### src/rtl/riscv_pkg.sv
// riscv_pkg: register-file geometry and dump-engine state encoding shared across the core.
package riscv_pkg;
    localparam int XLEN       = 32;
    localparam int REG_ADDR_W = 5;
    localparam int NUM_REGS   = 32;
    typedef enum logic [1:0] {DUMP_IDLE, DUMP_RUN, DUMP_DONE} dump_state_t;
endpackage

### src/rtl/stream_out_reg.sv
// stream_out_reg: one-entry valid/ready output register; reports when it accepts a new payload.
module stream_out_reg
    import riscv_pkg::*;
#(
    parameter int W = XLEN + REG_ADDR_W
) (
    input  logic         clk,
    input  logic         rst,
    input  logic         flush,
    input  logic         avail,
    input  logic [W-1:0] d,
    input  logic         ready,
    output logic         valid,
    output logic [W-1:0] q,
    output logic         load
);
    assign load = avail && (!valid || ready);
    always_ff @(posedge clk) begin
        if (rst) begin
            valid <= 1'b0;
            q     <= '0;
        end else if (flush) begin
            valid <= 1'b0;
        end else if (load) begin
            valid <= 1'b1;
            q     <= d;
        end else if (valid && ready) begin
            valid <= 1'b0;
        end
    end
endmodule

### src/rtl/regfile_dump_reader.sv
// regfile_dump_reader: walks the register file through a spare read port and
// streams (address, data) beats on a valid/ready interface.
module regfile_dump_reader
    import riscv_pkg::*;
#(
    parameter int DATA_W   = riscv_pkg::XLEN,
    parameter int ADDR_W   = riscv_pkg::REG_ADDR_W,
    parameter int NUM_REGS = riscv_pkg::NUM_REGS,
    parameter int SKIP_X0  = 0
) (
    input  logic              clk,
    input  logic              rst,
    input  logic              start,
    input  logic              abort,
    output logic [ADDR_W-1:0] rd_adr,
    input  logic [DATA_W-1:0] rd_data,
    output logic              m_valid,
    input  logic              m_ready,
    output logic [ADDR_W-1:0] m_adr,
    output logic [DATA_W-1:0] m_data,
    output logic              busy,
    output logic              done
);
    localparam logic [ADDR_W-1:0] FIRST = ADDR_W'(SKIP_X0 != 0);
    localparam logic [ADDR_W-1:0] LAST  = ADDR_W'(NUM_REGS - 1);
    dump_state_t state;
    logic [ADDR_W-1:0] ptr;
    logic issued_all, load, flush, hs, avail;
    logic [ADDR_W+DATA_W-1:0] payload;
    assign flush  = abort && state != DUMP_IDLE;
    assign avail  = state == DUMP_RUN && !issued_all && !flush;
    assign hs     = m_valid && m_ready;
    assign rd_adr = ptr;
    assign m_adr  = payload[ADDR_W+DATA_W-1:DATA_W];
    assign m_data = payload[DATA_W-1:0];
    // rd_data is captured in the same cycle ptr addresses it, so a concurrent write lands after
    stream_out_reg #(.W(ADDR_W + DATA_W)) u_out (
        .clk   (clk),
        .rst   (rst),
        .flush (flush),
        .avail (avail),
        .d     ({ptr, rd_data}),
        .ready (m_ready),
        .valid (m_valid),
        .q     (payload),
        .load  (load)
    );
    always_ff @(posedge clk) begin
        if (rst) begin
            state      <= DUMP_IDLE;
            ptr        <= FIRST;
            issued_all <= 1'b0;
            busy       <= 1'b0;
            done       <= 1'b0;
        end else if (flush) begin
            state      <= DUMP_IDLE;
            ptr        <= FIRST;
            issued_all <= 1'b0;
            busy       <= 1'b0;
            done       <= 1'b0;
        end else begin
            case (state)
                DUMP_IDLE: if (start) begin
                    state      <= DUMP_RUN;
                    ptr        <= FIRST;
                    issued_all <= 1'b0;
                    busy       <= 1'b1;
                end
                DUMP_RUN: begin
                    if (load) begin
                        if (ptr == LAST) issued_all <= 1'b1;
                        else ptr <= ptr + 1'b1;
                    end
                    if (issued_all && (!m_valid || hs)) begin
                        state <= DUMP_DONE;
                        busy  <= 1'b0;
                        done  <= 1'b1;
                    end
                end
                DUMP_DONE: begin
                    state      <= DUMP_IDLE;
                    ptr        <= FIRST;
                    issued_all <= 1'b0;
                    done       <= 1'b0;
                end
                default: state <= DUMP_IDLE;
            endcase
        end
    end
endmodule
### config.mk
export PLATFORM = sky130hd
export DESIGN_NAME = regfile_dump_reader
export DESIGN_NICKNAME = d
export VERILOG_FILES = /design/src/rtl/riscv_pkg.sv /design/src/rtl/stream_out_reg.sv /design/src/rtl/regfile_dump_reader.sv
export SDC_FILE = /design/constraint.sdc
export NUM_CORES = 1
export LEC_CHECK = 0
export ABC_AREA = 0
export CORE_ASPECT_RATIO = 1.5
export CORE_MARGIN = 4
export CORE_UTILIZATION = 46
export CTS_BUF_LIST = sky130_fd_sc_hd__clkbuf_2 sky130_fd_sc_hd__clkbuf_4 sky130_fd_sc_hd__clkbuf_8
export DETAILED_ROUTE_END_ITERATION = 16
export GPL_ROUTABILITY_DRIVEN = 0
export PLACE_DENSITY = 0.92
export SETUP_SLACK_MARGIN = 0.4
export SLEW_MARGIN = 30
export SYNTH_ARGS = -nofsm -noshare
export SYNTH_HDL_FRONTEND = slang
export SYNTH_SLANG_ARGS = --single-unit
### constraint.sdc
create_clock -name clk -period 5 [get_ports clk]
set_input_delay 1 -clock clk [delete_from_list [all_inputs] [get_ports clk]]
set_output_delay 1 -clock clk [all_outputs]
set_load 0.01 [all_outputs]
## After elaboration in Yosys (flattened, before gate mapping)

Cells that the tools add are included.

- Flip-flop bits (word level): 48
- Bits in latches: 0
- Memory bits (writable): 0
- Bits in read-only memories: 0
- Input bits: 37
- Output and inout port bits: 45
- Word-level logic and storage cells: 59
- Memories kept: 0

- Add/sub/neg operators: 1
- Multipliers: 0
- Divide/modulo/power cells: 0
- Magnitude comparators: 0
- Equal/unequal tests: 8
- Shift operators: 0
- Multiplexer cells: 18
- Bitwise operators: 1
- Reduce and logical (&&, ||, !) cells: 24

Operator list:

| operator | number |
|---|---|
| 2-to-1 mux 5 bit | 3 |
| one-hot mux 5 bit (3 select lines) | 1 |
| 2-to-1 mux 1 bit | 8 |
| AND reduction 4 bit | 2 |
| nonzero test 2 bit | 4 |
| logical AND 1 bit | 6 |
| inequality test 2 bit, second input constant | 3 |
| AND reduction 2 bit | 3 |
| adder 5 x 1 -> 5 bit, second input constant | 1 |
| == test 5 bit, second input constant | 1 |
| 2-to-1 mux 2 bit | 2 |
| inequality test 2 x 1 -> 1 bit, second input constant | 2 |
| one-hot mux 1 bit (2 select lines) | 2 |
| one-hot mux 2 bit (2 select lines) | 1 |
| logical NOT 1 bit | 3 |
| one-hot mux 1 bit (3 select lines) | 1 |
| AND reduction 3 bit | 1 |
| nonzero test 3 bit | 1 |
| == test 2 x 1 -> 1 bit, second input constant | 1 |
| == test 2 bit, second input constant | 1 |
| logical NOT 2 bit | 1 |
| logical OR 1 bit | 2 |
| OR reduction 2 bit | 1 |
| NOT 1 bit | 1 |

## Logic depth before layout (Yosys ltp)

- Depth after elaboration: 7
- Depth in mapped cells: 7
- Gate-level depth less buffers: 7

## By module

A second synthesis with hierarchy kept.

- Cell total of the unflattened synthesis: 226
- Area, all modules: 2,296.0 µm²

Modules (own cells, without submodules):

| module | times used | cells an instance | area each (µm²) | sequential area each (µm²) |
|---|---|---|---|---|
| stream_out_reg | 1 | 166 | 1,740.4 | 760.7 |
| regfile_dump_reader | 1 | 60 | 555.5 | 200.2 |

## Least setup slack after synthesis

No wires, ideal clock.

- Kind: input-to-reg
- From: input port abort
- To: register u_out.q[32]
- Library setup time: 0.070 ns
- Arrival: 2.042 ns
- Data required time: 4.930 ns
- Setup slack: 2.887 ns
- Stages on the path: 6
- Buffers on the path: 2
- Cell sequence: or4b_4 nor2_2 buf_6 buf_6 nand2_1 a21oi_1

- Longest elaborated chain between the ends: 5
- Elaborated cells on any way between the ends: 6
- Those cells by class: bitwise: 1; reduce/logical: 5

Ends and longest elaborated chain:

| element | RTL line | text |
|---|---|---|
| start: declaration | regfile_dump_reader.sv:14 | `input logic abort,` |
| logical AND 1 bit * | regfile_dump_reader.sv:30 | `assign flush = abort && state != DUMP_IDLE;` |
| logical NOT 1 bit | regfile_dump_reader.sv:31 | `assign avail = state == DUMP_RUN && !issued_all && !flush;` |
| logical AND 1 bit | regfile_dump_reader.sv:31 |  |
| logical AND 1 bit | stream_out_reg.sv:17 | `assign load = avail && (!valid \|\| ready);` |
| AND reduction 2 bit (no line) * | - |  |
| end signal: assignment | stream_out_reg.sv:21 | `q <= '0;` |
| end signal: assignment | stream_out_reg.sv:26 | `q <= d;` |
| end: declaration | stream_out_reg.sv:14 | `output logic [W-1:0] q,` |

Mark *: on every way between the ends. The rest lies on a longest branch, timed or not.
A chain may end at the register's enable or synchronous reset.

## Worst setup path in the final report

- From: input port abort
- To: register issued_all

- Longest elaborated chain between the ends: 6
- Elaborated cells on any way between the ends: 7
- Those cells by class: eq/ne: 1; reduce/logical: 6

Ends and longest elaborated chain:

| element | RTL line | text |
|---|---|---|
| logical AND 1 bit * | regfile_dump_reader.sv:30 |  |
| logical NOT 1 bit | regfile_dump_reader.sv:31 |  |
| logical AND 1 bit | regfile_dump_reader.sv:31 |  |
| logical AND 1 bit | stream_out_reg.sv:17 |  |
| inequality test 2 bit (no line) | - |  |
| AND reduction 4 bit (no line) | - |  |
| end signal: assignment | regfile_dump_reader.sv:52 | `issued_all <= 1'b0;` |
| end signal: assignment | regfile_dump_reader.sv:58 | `issued_all <= 1'b0;` |
| end signal: assignment | regfile_dump_reader.sv:66 | `issued_all <= 1'b0;` |
| end: declaration | regfile_dump_reader.sv:28 | `logic issued_all, load, flush, hs, avail;` |

Marked as above.

==> flow_summary_export.csv <==
group,metric,value,unit
run_status,status,"finished, final reports clean",
clocking,clk-insertion-delay-late,290,ps
logic_synthesis,synth_warnings,0,
detailed_routing,drtAntennaViolNets,0,
floorplanning,io-pin-count,82,
setup_path,path_max_fanout,21,
pwr,power.leakage,0.9374,nW
logic_synthesis,syn_inst,222,
pwr,ir_worst_vdd,0.2276,mV
logic_synthesis,synth.avg_cell_area,8.155,um2
detailed_routing,firstDrtPassIters,4,
place,port_buffers,81,
sta,setup_viol,0,
floorplanning,die_width,59.23,um
logic_synthesis,syn-cell-area,1810,um2
place,dp_hpwl,3272,um
detailed_routing,drt_iter0_drc,67,
finish,final-seq-area,960.9,um2
clocking,clockBufferDepth,2,
clocking,cts_hold_buffers,0,
clocking,htree_levels,2,
finish,drive_gt1_share,5.017,%
sta,relSlewSlack,53.69,%
logic_synthesis,synth.net_count,261,
setup_path,arrival,3160,ps
finish,multi_input_area,774.5,um2
job,maxCapViolCount,0,
setup_path,end_kind,"register",
logic_synthesis,synth_top_area_share,53.08,%
worst_hold_path,hold_class,"reg2reg",
sta,fin_worst_skew,6.354,ps
grt,grt_start_max_net_pins,39,
floorplanning,die_y,84.84,um
logic_synthesis,synth.distinct_cells,26,
grt,grt_antenna_before_repair,0,
sta,max_slew.worst_pin.slew,693.9,ps
pwr,p_per_area,266.6,nW/um2
finish,area_growth,49.14,%
detailed_routing,drt-wirelength-per-cell,13.13,um
finish,n_antenna_cell,0,
detailed_routing,via_count,1719,
grt,grt_pass1_vias,1706,
clocking,cts.sinks,48,
floorplanning,fp-row-count,27,
sta,worst_slack,2053,ps
place,placed_cell_area,2619,um2
detailed_routing,drc,0,
floorplanning,coreArea,3750,um2
setup_path,crit_type,"in2reg",
grt,grt-ovfl-total,0,
logic_synthesis,synth.area.top_cells,"dfxtp_1 53%, nand2_1 17%, a21oi_1 12%",
finish,design_area,2700,um2
place,pre_cts_ws,1736,ps
clocking,cts_tree,"built",
finish,fin_nets,338,
finish,layout_commonest_cell,"clkdlybuf4s50_1",
clocking,post_cts_buffers,0,
finish,utilization,72.01,%
logic_synthesis,ys_seq_elements,48,
floorplanning,initial_utilization,48.28,%
grt,grt_pass1_wl,7583,um
detailed_routing,wl,4492,um
clocking,cts_root_buf,"clkbuf_8",
clocking,cts_resized,0,
clocking,numCtsBuffers,5,
sta,finalCriticalPeriod,2947,ps
detailed_routing,vias_per_cell,5.026,
sta,fmax,339.4,MHz
setup_path,cp.required,5220,ps
sta,slew_viol_final,0,
clocking,clkTransAtPathRegs,80,ps
floorplanning,die_area,5024,um2
sta,rsz0062_at_grt,"false",
setup_path,cp-start-kind,"input port",
logic_synthesis,synth_top_cell_by_area,"dfxtp_1",
grt,grt_util_all_layers,18.87,%
logic_synthesis,ys_seq_area_share,53.08,%
finish,layout_common_cells,"81 x clkdlybuf4s50_1, 79 x nand2_1, 48 x dfxtp_1, 45 x a21oi_1, 5 x clkbuf_8",
finish,nFillCells,286,
sta,timing.final.crit_share,58.93,%
sta,setup_tns,0,ps
sta,finalHoldViolations,0,
per-stage QoR:
step / hold WS (ps) / power (W) / instances
floorplan: 477.3 / 0.0004543 / 222
global placement: 441.4 / 0.0005104 / 335
detailed placement: 445.7 / 0.0005127 / 335
CTS: 456.7 / 0.0007279 / 342
global route: 477.4 / 0.0007539 / 342
finish: 454.5 / 0.0007199 / 342
final timing paths:
kind                     from          end  slack [ps]  cells past startpoint
setup / recovery        abort   issued_all        2050                      6
hold / removal    u_out.q[15]  u_out.q[15]         450                      2
setup reg to reg     state[0]   issued_all        2750                      5
hold reg to reg   u_out.q[15]  u_out.q[15]         450                      2
worst max-delay path, cell delays in order:
cell	delay, ps
clkdlybuf4s50_1	450
or4b_4	520
nor2_2	570
buf_4	360
nand3_1	100
a21oi_1	150
cells in the mapped netlist (all sizes together):
cell type and instances:
or4b 1, nor2 5, nor4 1, mux2i 1
nand3 2, and3 2, a31oi 1, or3b 2
o21ai 4, a21oi 45, o21bai 2, ha 2
buf 4, nand2b 4, nor2b 3, clkbuf 9
nor3 3, nor4b 1, dfxtp 48, inv 1
o21ba 1, nand2 80
logic make-up (layout without fill, tap and decap cells):
| kind of cell | Yosys count | count (layout) | share of synthesized area, % |
|---|---|---|---|
| buffers and inverters | 14 | 91 | 4.284 |
| multiplexers | 1 | 1 | 0.5529 |
| flip-flops | 48 | 48 | 53.08 |
| AO/OA/AOI/OAI | 53 | 53 | 15.27 |
| AND/OR/NAND/NOR | 104 | 104 | 25.43 |
| adder cells (fa/ha/maj) | 2 | 2 | 1.382 |
routing by layer:
metal,GRT usage [%],up-vias,routed length [um]
li1,-,880,-
met1,22.17,773,1862
met2,33.23,61,2264
met3,4.262,5,316
met4,5.361,0,49
met5,0,-,0
report_power, final:
| group | total (W) | internal [W] | switching, W |
|---|---|---|---|
| combinational | 0.000100 | 0.0000574 | 0.0000429 |
| clock | 0.000217 | 0.000101 | 0.000117 |
| sequential | 0.000402 | 0.000395 | 0.00000774 |
state kept, by name, indices dropped and copies added (netlist names):
signal / flops
busy: 1
done: 1
issued_all: 1
rd_adr: 5
state: 2
u_out.q: 37
u_out.valid: 1
cell type report:
type	count	area share, %
Clock inverter	1	0.1854
Sequential cell	48	35.59
Clock buffer	6	2.827
Tap cell	43	1.993
Inverter	1	0.1390
Multi-Input combinational cell	160	28.68
Timing Repair Buffer	83	30.58
(Power assumes the default switching activity.)
